**src/rtl/rvc_asap_mem_arb.sv**
```systemverilog
// rvc_asap_mem_arb
//   Shares the single data-side memory bus (D_MEM, CR, VGA) between the core
//   and an external host (loader/debug). One access is granted per cycle,
//   combinationally, in the same cycle as the request. The region is decoded
//   from Addr[MSB_REGION:LSB_REGION] and drives a one-hot Mem_Sel. Read data
//   returns one cycle later to the owner of the access.
//
//   Handshake: a requester raises *_Req and holds its address, data and
//   control fields stable until it sees *_Gnt high in the same cycle. A cycle
//   with Req=1 and Gnt=1 is a completed transfer. Req may be withdrawn
//   without a grant. Read responses (RdValid/Err) are 1-cycle pulses with no
//   back-pressure.
//
//   Arbitration: round-robin between the two requesters. The external host
//   can lock the bus (Ext_Lock sampled with Ext_Gnt). While locked only ext
//   is eligible. If the lock sits idle too long it is dropped and
//   Lock_Timeout pulses.
//
// Ports
//   Clock, Rst_N                     clock, async active-low reset
//   Core_* / Ext_*                   requester side (Req, Addr, WrEn, ByteEn,
//                                    WrData in; Gnt, RdValid, RdData, Err out)
//   Ext_Lock                         keep bus for ext after this access
//   Mem_Addr/RdEn/WrEn/ByteEn/WrData granted access toward memory
//   Mem_Sel                          one-hot {VGA,CR,D}
//   Mem_RdData_D/Cr/Vga              per-region read data (cycle after RdEn)
//   Lock_Timeout                     pulse when the lock is forcibly dropped
module rvc_asap_mem_arb #(
    parameter int ADDR_W       = 32,
    parameter int DATA_W       = 32,
    parameter int LSB_REGION   = 12,
    parameter int MSB_REGION   = 13,
    parameter int LOCK_TIMEOUT = 16
) (
    input  logic                Clock,
    input  logic                Rst_N,
    input  logic                Core_Req,
    input  logic [ADDR_W-1:0]   Core_Addr,
    input  logic                Core_WrEn,
    input  logic [DATA_W/8-1:0] Core_ByteEn,
    input  logic [DATA_W-1:0]   Core_WrData,
    output logic                Core_Gnt,
    output logic                Core_RdValid,
    output logic [DATA_W-1:0]   Core_RdData,
    output logic                Core_Err,
    input  logic                Ext_Req,
    input  logic [ADDR_W-1:0]   Ext_Addr,
    input  logic                Ext_WrEn,
    input  logic [DATA_W/8-1:0] Ext_ByteEn,
    input  logic [DATA_W-1:0]   Ext_WrData,
    input  logic                Ext_Lock,
    output logic                Ext_Gnt,
    output logic                Ext_RdValid,
    output logic [DATA_W-1:0]   Ext_RdData,
    output logic                Ext_Err,
    output logic [ADDR_W-1:0]   Mem_Addr,
    output logic                Mem_RdEn,
    output logic                Mem_WrEn,
    output logic [DATA_W/8-1:0] Mem_ByteEn,
    output logic [DATA_W-1:0]   Mem_WrData,
    output logic [2:0]          Mem_Sel,
    input  logic [DATA_W-1:0]   Mem_RdData_D,
    input  logic [DATA_W-1:0]   Mem_RdData_Cr,
    input  logic [DATA_W-1:0]   Mem_RdData_Vga,
    output logic                Lock_Timeout
);

    localparam int BE_W  = DATA_W / 8;
    localparam int REG_W = MSB_REGION - LSB_REGION + 1;
    localparam int CNT_W = $clog2(LOCK_TIMEOUT + 1);

    localparam logic OWNER_CORE = 1'b0;
    localparam logic OWNER_EXT  = 1'b1;

    localparam logic [2:0] SEL_NONE = 3'b000;
    localparam logic [2:0] SEL_D    = 3'b001;
    localparam logic [2:0] SEL_CR   = 3'b010;
    localparam logic [2:0] SEL_VGA  = 3'b100;

    // State
    logic             lock_q, lock_d;
    logic [CNT_W-1:0] cnt_q, cnt_d;
    logic             last_owner_q, last_owner_d;

    // Response pipe: one entry describing last cycle's granted access
    logic       rsp_valid_q, rsp_valid_d;
    logic       rsp_owner_q, rsp_owner_d;
    logic [2:0] rsp_sel_q, rsp_sel_d;
    logic       rsp_read_q, rsp_read_d;
    logic       rsp_illegal_q, rsp_illegal_d;

    // Arbitration
    logic core_elig, ext_elig;
    logic core_win, ext_win, any_gnt;

    assign core_elig = Core_Req & ~lock_q;
    assign ext_elig  = Ext_Req;

    // Grants are masked while reset is asserted so every output reads 0.
    always_comb begin
        core_win = 1'b0;
        ext_win  = 1'b0;
        if (Rst_N) begin
            if (core_elig && ext_elig) begin
                // Tie goes to whoever did not own the bus last.
                if (last_owner_q == OWNER_EXT) core_win = 1'b1;
                else                           ext_win  = 1'b1;
            end else if (core_elig) begin
                core_win = 1'b1;
            end else if (ext_elig) begin
                ext_win = 1'b1;
            end
        end
    end

    assign any_gnt  = core_win | ext_win;
    assign Core_Gnt = core_win;
    assign Ext_Gnt  = ext_win;

    // Winner mux and region decode
    logic [ADDR_W-1:0] win_addr;
    logic              win_wr;
    logic [BE_W-1:0]   win_be;
    logic [DATA_W-1:0] win_wdata;
    logic [REG_W-1:0]  region;
    logic [2:0]        sel;
    logic              legal;

    always_comb begin
        win_addr  = '0;
        win_wr    = 1'b0;
        win_be    = '0;
        win_wdata = '0;
        if (core_win) begin
            win_addr  = Core_Addr;
            win_wr    = Core_WrEn;
            win_be    = Core_ByteEn;
            win_wdata = Core_WrData;
        end else if (ext_win) begin
            win_addr  = Ext_Addr;
            win_wr    = Ext_WrEn;
            win_be    = Ext_ByteEn;
            win_wdata = Ext_WrData;
        end
    end

    assign region = win_addr[MSB_REGION:LSB_REGION];

    // Region 0 is the instruction memory: not reachable from the data bus,
    // so such an access is still granted but answered with an error.
    always_comb begin
        sel = SEL_NONE;
        if (any_gnt) begin
            if (region == REG_W'(1))      sel = SEL_D;
            else if (region == REG_W'(2)) sel = SEL_CR;
            else if (region == REG_W'(3)) sel = SEL_VGA;
        end
    end

    assign legal      = (sel != SEL_NONE);
    assign Mem_Addr   = win_addr;
    assign Mem_Sel    = sel;
    assign Mem_RdEn   = legal & ~win_wr;
    assign Mem_WrEn   = legal & win_wr;
    assign Mem_ByteEn = (legal && win_wr) ? win_be : '0;
    assign Mem_WrData = (legal && win_wr) ? win_wdata : '0;

    // Lock and timeout
    logic timeout_hit;

    assign timeout_hit  = lock_q & ~ext_win & (cnt_q == CNT_W'(LOCK_TIMEOUT - 1));
    assign Lock_Timeout = timeout_hit;

    always_comb begin
        lock_d = lock_q;
        cnt_d  = cnt_q;
        if (ext_win) begin
            lock_d = Ext_Lock;
            cnt_d  = '0;
        end else if (lock_q) begin
            if (timeout_hit) begin
                lock_d = 1'b0;
                cnt_d  = '0;
            end else begin
                cnt_d = cnt_q + CNT_W'(1);
            end
        end
    end

    always_comb begin
        last_owner_d = last_owner_q;
        if (core_win)     last_owner_d = OWNER_CORE;
        else if (ext_win) last_owner_d = OWNER_EXT;
    end

    assign rsp_valid_d   = any_gnt;
    assign rsp_owner_d   = ext_win;
    assign rsp_sel_d     = sel;
    assign rsp_read_d    = ~win_wr;
    assign rsp_illegal_d = any_gnt & ~legal;

    always_ff @(posedge Clock or negedge Rst_N) begin
        if (!Rst_N) begin
            lock_q        <= 1'b0;
            cnt_q         <= '0;
            last_owner_q  <= OWNER_EXT;
            rsp_valid_q   <= 1'b0;
            rsp_owner_q   <= OWNER_CORE;
            rsp_sel_q     <= SEL_NONE;
            rsp_read_q    <= 1'b0;
            rsp_illegal_q <= 1'b0;
        end else begin
            lock_q        <= lock_d;
            cnt_q         <= cnt_d;
            last_owner_q  <= last_owner_d;
            rsp_valid_q   <= rsp_valid_d;
            rsp_owner_q   <= rsp_owner_d;
            rsp_sel_q     <= rsp_sel_d;
            rsp_read_q    <= rsp_read_d;
            rsp_illegal_q <= rsp_illegal_d;
        end
    end

    // Response side
    logic              rsp_rd;
    logic              rsp_err;
    logic [DATA_W-1:0] rsp_data;

    assign rsp_rd  = rsp_valid_q & rsp_read_q;
    assign rsp_err = rsp_valid_q & rsp_illegal_q;

    // rsp_sel_q is one-hot (or zero for illegal), so an AND-OR mux suffices
    // and an illegal read naturally returns 0.
    assign rsp_data = ({DATA_W{rsp_rd & rsp_sel_q[0]}} & Mem_RdData_D)
                    | ({DATA_W{rsp_rd & rsp_sel_q[1]}} & Mem_RdData_Cr)
                    | ({DATA_W{rsp_rd & rsp_sel_q[2]}} & Mem_RdData_Vga);

    assign Core_RdValid = rsp_rd & (rsp_owner_q == OWNER_CORE);
    assign Core_Err     = rsp_err & (rsp_owner_q == OWNER_CORE);
    assign Core_RdData  = (rsp_owner_q == OWNER_CORE) ? rsp_data : '0;
    assign Ext_RdValid  = rsp_rd & (rsp_owner_q == OWNER_EXT);
    assign Ext_Err      = rsp_err & (rsp_owner_q == OWNER_EXT);
    assign Ext_RdData   = (rsp_owner_q == OWNER_EXT) ? rsp_data : '0;

`ifndef SYNTHESIS
    // A waiting requester must not change its fields before it is granted.
    core_hold_a: assert property (@(posedge Clock) disable iff (!Rst_N)
        (Core_Req && !Core_Gnt) |=>
        (!Core_Req || $stable({Core_Addr, Core_WrEn, Core_ByteEn, Core_WrData})));
    ext_hold_a: assert property (@(posedge Clock) disable iff (!Rst_N)
        (Ext_Req && !Ext_Gnt) |=>
        (!Ext_Req || $stable({Ext_Addr, Ext_WrEn, Ext_ByteEn, Ext_WrData, Ext_Lock})));
    one_gnt_a: assert property (@(posedge Clock) !(Core_Gnt && Ext_Gnt));
`endif

endmodule

```
**config.mk**
```make
export PLATFORM = sky130hd
export DESIGN_NAME = rvc_asap_mem_arb
export DESIGN_NICKNAME = d
export VERILOG_FILES = /design/src/rtl/rvc_asap_mem_arb.sv
export SDC_FILE = /design/constraint.sdc
export NUM_CORES = 1
export LEC_CHECK = 0
export BUFFER_PORTS_ARGS = -buffer_cell sky130_fd_sc_hd__buf_2
export CORE_AREA = 2 2 150 152
export CTS_CLUSTER_DIAMETER = 80
export CTS_CLUSTER_SIZE = 24
export DETAILED_ROUTE_END_ITERATION = 8
export DIE_AREA = 0 0 152 154
export GPL_TIMING_DRIVEN = 0
export PLACE_DENSITY = 0.46
export SETUP_SLACK_MARGIN = 0.3
export SLEW_MARGIN = 30
export SYNTH_ARGS = -nofsm -noshare
export SYNTH_HDL_FRONTEND = slang
export SYNTH_SLANG_ARGS = --single-unit
```
**constraint.sdc**
```tcl
create_clock -name Clock -period 2.14 [get_ports Clock]
set_input_delay 0.428 -clock Clock [delete_from_list [all_inputs] [get_ports Clock]]
set_output_delay 0.428 -clock Clock [all_outputs]
set_load 0.01 [all_outputs]
```
# == Word-level counts from Yosys, hierarchy flattened ==
# Index checks and enable logic that the tools add are counted.
# word_totals
out_inout_bits,144
reg_bits,14
word_cells,77
input_bits,239
# classes
n_mux,33
reduce_logical,5
bitwise_logic,26
addsub,1
eq_ne,4
# ops
operator,count
$mux 32,7
$and 32x32->32,3
$or 32x32->32,2
$mux 1,16
$and 1x1->1,15
$mux 5,3
$mux 3,4
$mux 4,3
$add 5x1->5 const B,1
$eq 5x4->1 const B,1
$not 1->1,5
$eq 2x2->1 const B,2
$reduce_bool 2->1,2
$reduce_bool 3->1,1
$eq 2x1->1 const B,1
$logic_and 1x1->1,2
$or 1x1->1,1

# == Logic depth before layout (Yosys ltp) ==
# Gate-level depths: netlist of the first run.
# logic_depth
ltp_word,15
depth_mapped,7
depth_no_buf,5

# == Least setup slack after synthesis of the first run ==
# No wires, ideal clock.
# synth_path
path_kind,register -> output
startpoint,register last_owner_q
endpoint,output port Mem_WrData[10]
path_slack_ns,0.140
arrival_time_ns,1.572
path_stages_with_launch,7
path_buffers,2
t_required_ns,1.712
cell_sequence,dfstp_2 -> nand2b_1 -> and3_1 -> buf_6 -> a22oi_4 -> buf_2 -> a211oi_1
# synth_via
elab_chain_len,13
word_cells_on_any_way,23
classes_between,eq/ne (3); mux (17); bitwise (1); reduce/logical (2)
# synth_rtl
item,line_no,text
"start, declared",83,"logic last_owner_q, last_owner_d;"
"start signal, assigned",215,last_owner_q <= last_owner_d;
$mux 1,106,if (last_owner_q == OWNER_EXT) core_win = 1'b1;
$mux 1,104,if (core_elig && ext_elig) begin
$mux 1,103,if (Rst_N) begin
$mux 32,139,end else if (ext_win) begin
$mux 32,134,if (core_win) begin
$eq 2x2->1,156,else if (region == REG_W'(3)) sel = SEL_VGA;
$mux 3,156,
$mux 3,155,else if (region == REG_W'(2)) sel = SEL_CR;
$mux 3,154,if (region == REG_W'(1)) sel = SEL_D;
$mux 3,153,if (any_gnt) begin
$reduce_bool 3->1,160,assign legal = (sel != SEL_NONE);
$logic_and 1x1->1,166,assign Mem_WrData = (legal && win_wr) ? win_wdata : '0;
$mux 32 (*),166,
"end, declared",60,"output logic [DATA_W-1:0] Mem_WrData,"
# Mark *: on every way between the ends. The rest lies on a longest branch, timed or not.

# == Worst setup path in the final report of the first run ==
# layout_path
startpoint,register last_owner_q
endpoint,output port Mem_WrData[28]
# Same word-level chain as after synthesis.

==> results of run 1 <==
## kinds of logic after synthesis
family | share of synthesized area
XOR/XNOR | 0.00721
flip-flops | 0.145
AO/OA/AOI/OAI | 0.535
adder cells (fa/ha/maj) | 0.00515
multiplexers | 0.00464
AND/OR/NAND/NOR | 0.199
buffers and inverters | 0.104
## power by group through the flow
| stage | Clock (W) | Sequential (W) | Combinational [W] |
|---|---|---|---|
| after floorplan | 0 | 0.000338 | 0.000561 |
| after global placement | 0 | 0.000351 | 0.00101 |
| after detailed placement | 0 | 0.000351 | 0.00102 |
| after CTS | 0.000401 | 0.000340 | 0.00126 |
| after global routing | 0.000412 | 0.000347 | 0.00140 |
| final | 0.000392 | 0.000340 | 0.00130 |
## what timing repair did
action,in CTS,in global routing
setup endpoints to repair,145,141
hold endpoints to repair,13,0
resized for setup,115,32
pin swaps,64,22
hold buffers,1,0
cloned,10,1
buffers inserted,21,5
## final timing paths
kind,end,from,depth (start not counted)
setup / recovery,Mem_WrData[28],last_owner_q,7
hold / removal,last_owner_q,Rst_N,1
setup reg to reg,rsp_sel_q[0],last_owner_q,7
hold reg to reg,cnt_q[1],cnt_q[1],1
max in group asynchronous,rsp_valid_q,Rst_N,2
min in group Clock,lock_q,Ext_Lock,3
## synthesized netlist by cell type (2+ instances only)
cell	n
a211oi_1	23
a22oi_4	2
buf_6	3
and3_1	7
nor2_1	42
clkbuf_1	20
buf_2	19
inv_1	2
a22o_1	32
buf_4	5
a222oi_1	32
a211oi_2	13
nor2b_1	32
nand2_1	6
dfrtp_1	13
a22oi_1	36
## worst register-to-register path: stages (launching register included)
cell,delay [ns]
dfstp_2,0.37
nand2b_4,0.13
and3_4,0.18
buf_12,0.14
a22oi_4,0.46
buf_12,0.23
inv_6,0.04
nor2_4,0.10
## final cells by class
| cell class | instances | area, sq um | share of cell area |
|---|---|---|---|
| tap | 280 | 350 | 0.0573 |
| inverter | 3 | 21.3 | 0.00348 |
| clock buffer | 4 | 88.8 | 0.0145 |
| buffer | 47 | 587 | 0.0960 |
| sequential | 14 | 354 | 0.0579 |
| antenna | 1 | 2.50 | 0.000409 |
| timing repair buffer | 420 | 2490 | 0.407 |
| multi-input combinational | 242 | 2220 | 0.363 |
## metal layers
metal,wire length [um],vias to the layer above,share of wire,track usage
met5,0,-,0,0
met4,333,0,0.018,0.0369
met3,1220,18,0.067,0.0169
met2,10200,289,0.56,0.299
met1,6480,2073,0.36,0.149
li1,-,2071,-,-
## flip-flops by register name, indices dropped and copies added, names as in the netlist
signal / flops
rsp_illegal_q: 1
rsp_valid_q: 1
last_owner_q: 1
rsp_sel_q: 3
cnt_q: 5
rsp_owner_q: 1
lock_q: 1
rsp_read_q: 1
## per-stage QoR
step                hold WS [ns]  setup WS [ns]  utilization  total power [W]
floorplan                  0.132          0.198            -         0.000899
global placement           0.372         -0.760        0.232          0.00137
detailed placement         0.364         -0.754        0.232          0.00137
CTS                        0.104         -0.325        0.273          0.00200
global route               0.104         -0.377        0.282          0.00216
finish                     0.107         -0.322        0.282          0.00203
==> impl_metrics.yaml, run 1 <==
cts:
  clk_pin_slew_ns: 0.05
  clk_path_buf_depth: 2
  cts_buffers: 3
  clk_latency_ns: 0.24
  cts_tree: "done"
  clock-sinks: 14
  cts_max_level: 1
  cts_root_buf: "clkbuf_16"
worst_setup_path:
  cp_cell_sequence: "nand2b_4 > and3_4 > buf_12 > a22oi_2 > buf_4 > a211oi_2 > buf_2"
  critPathRequiredTime_ns: 1.71
  crit_slowest_cell: "dfstp_2"
  critPathKind: "flip-flop to primary output"
  end_kind: "primary output"
  crit_arrival_ns: 2.03
  cp_num_buf_inv: 3
  r2r_slack_ns: 0.41
  critical_path.max_fanout: 10
  cp_top_family: "buffers and inverters"
  cpPeakStageDelay_ns: 0.53
  cp-start-kind: "flip-flop"
power_and_ir_drop:
  p_seq_frac: 0.168
  leakage_nw: 3.07
  clockPowerShare: 0.193
  irDropWorstVdd_uv: 211
  combPwrFrac: 0.640
  p_sw_frac: 0.386
  internal_power_w: 0.00125
  pwr_density_cell_nw_per_um2: 332
  switching_power_w: 0.000784
route:
  drc: 0
  first_iter_violations: 339
  drt_wl_total_um: 18200
  vias_per_cell: 4.40
  dr.pass1.iters: 6
  wl_per_cell_um: 18.0
  dr_total_vias: 4451
  drtAntennaViolNets: 0
synth:
  yosysTopAreaCellShare: 0.134
  ys_ff_latch: 14
  synth_area_leaders: "dfrtp_1, a222oi_1, a22o_1, a22oi_1, nor2b_1"
  netlist-cell-type-count: 35
  synth_top_flop_cell: "dfrtp_1"
  async_reset_ff_frac: 1.00
  netlist_area_sq_um: 2430
  synthCells: 306
  yosys.area.top_type: "dfrtp_1"
  syn_area_per_cell_sq_um: 7.94
  synth_edf_count: 0
  synth_nets: 546
  yosys_warnings: 0
  yosysSeqAreaShare: 0.145
timing:
  max_slew.worst_pin.slew_ns: 0.633
  rsz0062_at_grt: "true"
  maxSlewHeadroom: 0.577
  finalSetupTns_ns: -23.63
  timing.final.crit_share: 1.15
  fin_skew_ns: 0.00419
  fmax_mhz: 406
  setup_viol: 134
  hold_viol: 0
  finalCriticalPeriod_ns: 2.46
  maxSlewViolCount: 0
  timing.final.ws_setup_ns: -0.322
place:
  placed_cell_area_sq_um: 5030
  portBuffers: 382
  place_hpwl_um: 15100
  gp_congestion: 0.824
  dp.cells: 968
global_routing:
  grt_pass1_wl_um: 26400
  grt_max_degree: 14
  antenna_found_initial: 2
  grt_overflow_total: 0
  grt_pass1_vias: 4664
  grt_use_total: 0.144
final_layout:
  fin_nets: 971
  nFillCells: 2400
  final_cell_mix: "buf_2, nor2_1, a22o_1, a222oi_1, a22oi_1"
  drive_gt1_frac: 0.732
  fin_cells: 1011
  fin_area_sq_um: 6110
  layout_commonest_cell: "buf_2"
  area_growth_pct: 152
floorplanning:
  start_util: 0.112
  die_w_um: 152
  die_area_sq_um: 23400
  core_sq_um: 21700
  io_pins: 383
  rows: 54
  die_h_um: 154
run_status:
  violations: "setup timing"
  outcome: "finished with violations"
hold_path:
  hold_class: "input pin to asynchronous set/reset pin"
run:
  drv_cap: 0
Note: power is estimated with default switching activity, not from simulation.
==> inputs of run 2 (changes only) <==
--- a/config.mk
+++ b/config.mk
@@ -7,13 +7,13 @@
 export LEC_CHECK = 0
 export BUFFER_PORTS_ARGS = -buffer_cell sky130_fd_sc_hd__buf_2
 export CORE_AREA = 2 2 150 152
-export CTS_CLUSTER_DIAMETER = 80
+export CTS_CLUSTER_DIAMETER = 30
 export CTS_CLUSTER_SIZE = 24
 export DETAILED_ROUTE_END_ITERATION = 8
 export DIE_AREA = 0 0 152 154
 export GPL_TIMING_DRIVEN = 0
 export PLACE_DENSITY = 0.46
-export SETUP_SLACK_MARGIN = 0.3
+export SETUP_SLACK_MARGIN = 0.05
 export SLEW_MARGIN = 30
 export SYNTH_ARGS = -nofsm -noshare
 export SYNTH_HDL_FRONTEND = slang
==> impl_metrics.yaml, run 2 (synthesis results as in run 1) <==
worst_setup_path:
  critPathKind: "flip-flop to primary output"
  crit_arrival_ns: 2.02
  r2r_slack_ns: 0.40
  r2r-start: "last_owner_q"
  cp-start-kind: "flip-flop"
  ff2ff_path_depth: 8
  critical_path.max_fanout: 10
  critPathCapture: "Mem_WrData[20]"
  critPathRequiredTime_ns: 1.71
  end_kind: "primary output"
  rr_endpoint: "rsp_sel_q[1]"
  crit_start: "last_owner_q"
final_layout:
  top_register: "cnt_q"
  layout_commonest_cell: "buf_2"
  multiInputGateArea_sq_um: 2000
  area_growth_pct: 129
  reg_top3: "cnt_q: 5 flops, rsp_sel_q: 3 flops"
  fin_nets: 965
  post-route-util: 0.256
  largest_reg_flops: 5
  nFillCells: 2476
  seq_area_sq_um: 353
  final_cell_mix: "buf_2, a22oi_1, a22o_1, a222oi_1, nor2b_1"
  fin_cells: 1005
  drive_gt1_frac: 0.715
route:
  top_layer: "met5"
  vias_per_cell: 4.49
  first_iter_violations: 365
  wl_met3_um: 1420
  met1_length_um: 7680
  dr_wl_met2_um: 10800
  drt_wl_total_um: 20100
  dr.pass1.iters: 8
  dr_total_vias: 4517
  wl_per_cell_um: 20.0
  drtAntennaViolNets: 0
  drc: 0
floorplanning:
  rows: 54
  start_util: 0.112
  die_area_sq_um: 23400
  core_sq_um: 21700
  die_w_um: 152
  io_pins: 383
  die_h_um: 154
power_and_ir_drop:
  irDropWorstVdd_uv: 221
  pwr_density_cell_nw_per_um2: 337
  leakage_nw: 2.94
cts:
  cts_root_buf: "clkbuf_16"
  clock-sinks: 14
  clk_latency_ns: 0.25
  clk_path_buf_depth: 2
  cts_tree: "done"
  cts_buffers: 3
  clk_pin_slew_ns: 0.05
  cts_max_level: 1
run:
  drv_cap: 0
timing:
  setup_viol: 128
  fmax_mhz: 409
  timing.final.ws_setup_ns: -0.305
  maxSlewViolCount: 0
  rsz0062_at_grt: "true"
  finalCriticalPeriod_ns: 2.44
  fin_skew_ns: 0.00351
  maxSlewHeadroom: 0.553
  timing.final.crit_share: 1.14
  whs_ns: -0.00516
  hold_viol: 8
  max_slew.worst_pin.slew_ns: 0.670
place:
  gp_congestion: 0.805
  dp.cells: 968
  portBuffers: 382
  place_hpwl_um: 16600
run_status:
  violations: "hold timing, setup timing"
  outcome: "finished with violations"
hold_path:
  hold_class: "input pin to asynchronous set/reset pin"
global_routing:
  antenna_found_initial: 2
  grt_use_total: 0.155
  grt_overflow_total: 0
  grt_pass1_wl_um: 28000
  grt_pass1_vias: 4485
  grt_max_degree: 18
[run 2: cell types whose count changed in the layout (fill, tap and decap cells not counted), sizes merged]
| cell | delta |
|---|---|
| buf | -9 |
| clkbuf | +4 |
| dlygate4sd3 | -1 |
| bufbuf | -1 |
| a22oi | +1 |
[run 2: worst min-delay path by stage]
stage / to / slack, ns / cells past startpoint
floorplan: cnt_q[0] / 0.13 / 0
global placement: lock_q / 0.36 / 1
detailed placement: lock_q / 0.36 / 1
CTS: cnt_q[2] / 0.0006 / 1
global route: cnt_q[3] / 0.002 / 1
finish: lock_q / -0.005 / 1
[run 2: critical path, cell delays in order, from the launching register on]
cell	delay (ns)
dfstp_2	0.53
nand2b_4	0.11
and3_4	0.19
buf_12	0.14
a22oi_2	0.13
buf_6	0.16
buf_12	0.14
a211oi_2	0.19
buf_2	0.16
[run 2: metal layers]
metal	vias to the layer above	track usage
met5	-	0
met4	2	0.0187
met3	13	0.0228
met2	303	0.307
met1	2117	0.179
li1	2082	-
[run 2: report_power, final]
part | internal [W] | leakage, nW | total [W] | switching (W)
combinational | 0.000547 | 2.71 | 0.00113 | 0.000584
sequential | 0.000306 | 0.178 | 0.000342 | 0.0000353
clock | 0.000284 | 0.0442 | 0.000398 | 0.000115
[run 2: area by class of cell]
cell class / count / area share
Multi-Input combinational cell: 243 / 0.359
Sequential cell: 14 / 0.0635
Clock buffer: 4 / 0.0160
Timing Repair Buffer: 416 / 0.410
Buffer: 44 / 0.0851
Antenna cell: 1 / 0.000450
Inverter: 3 / 0.00248
Tap cell: 280 / 0.0630
[run 2: timing repair]
item	4_1_cts	5_1_grt
setup endpoints to repair	142	139
pin swaps	37	15
resized for setup	102	42
gates cloned	7	4
hold buffers	0	0
buffers inserted	20	5
[run 2: stage by stage]
stage | hold slack [ns] | total power (W) | setup TNS [ns] | instance area (sq um) | worst slack [ns]
after detailed placement | 0.359 | 0.00129 | -59.17 | 4690 | -0.986
after global placement | 0.356 | 0.00129 | -57.05 | 4690 | -0.962
after CTS | 0.000580 | 0.00182 | -18.71 | 5340 | -0.302
final | -0.00516 | 0.00187 | -17.69 | 5560 | -0.305
after floorplan | 0.132 | 0.000792 | 0 | 2430 | 0.140
after global routing | 0.00153 | 0.00199 | -29.18 | 5560 | -0.381
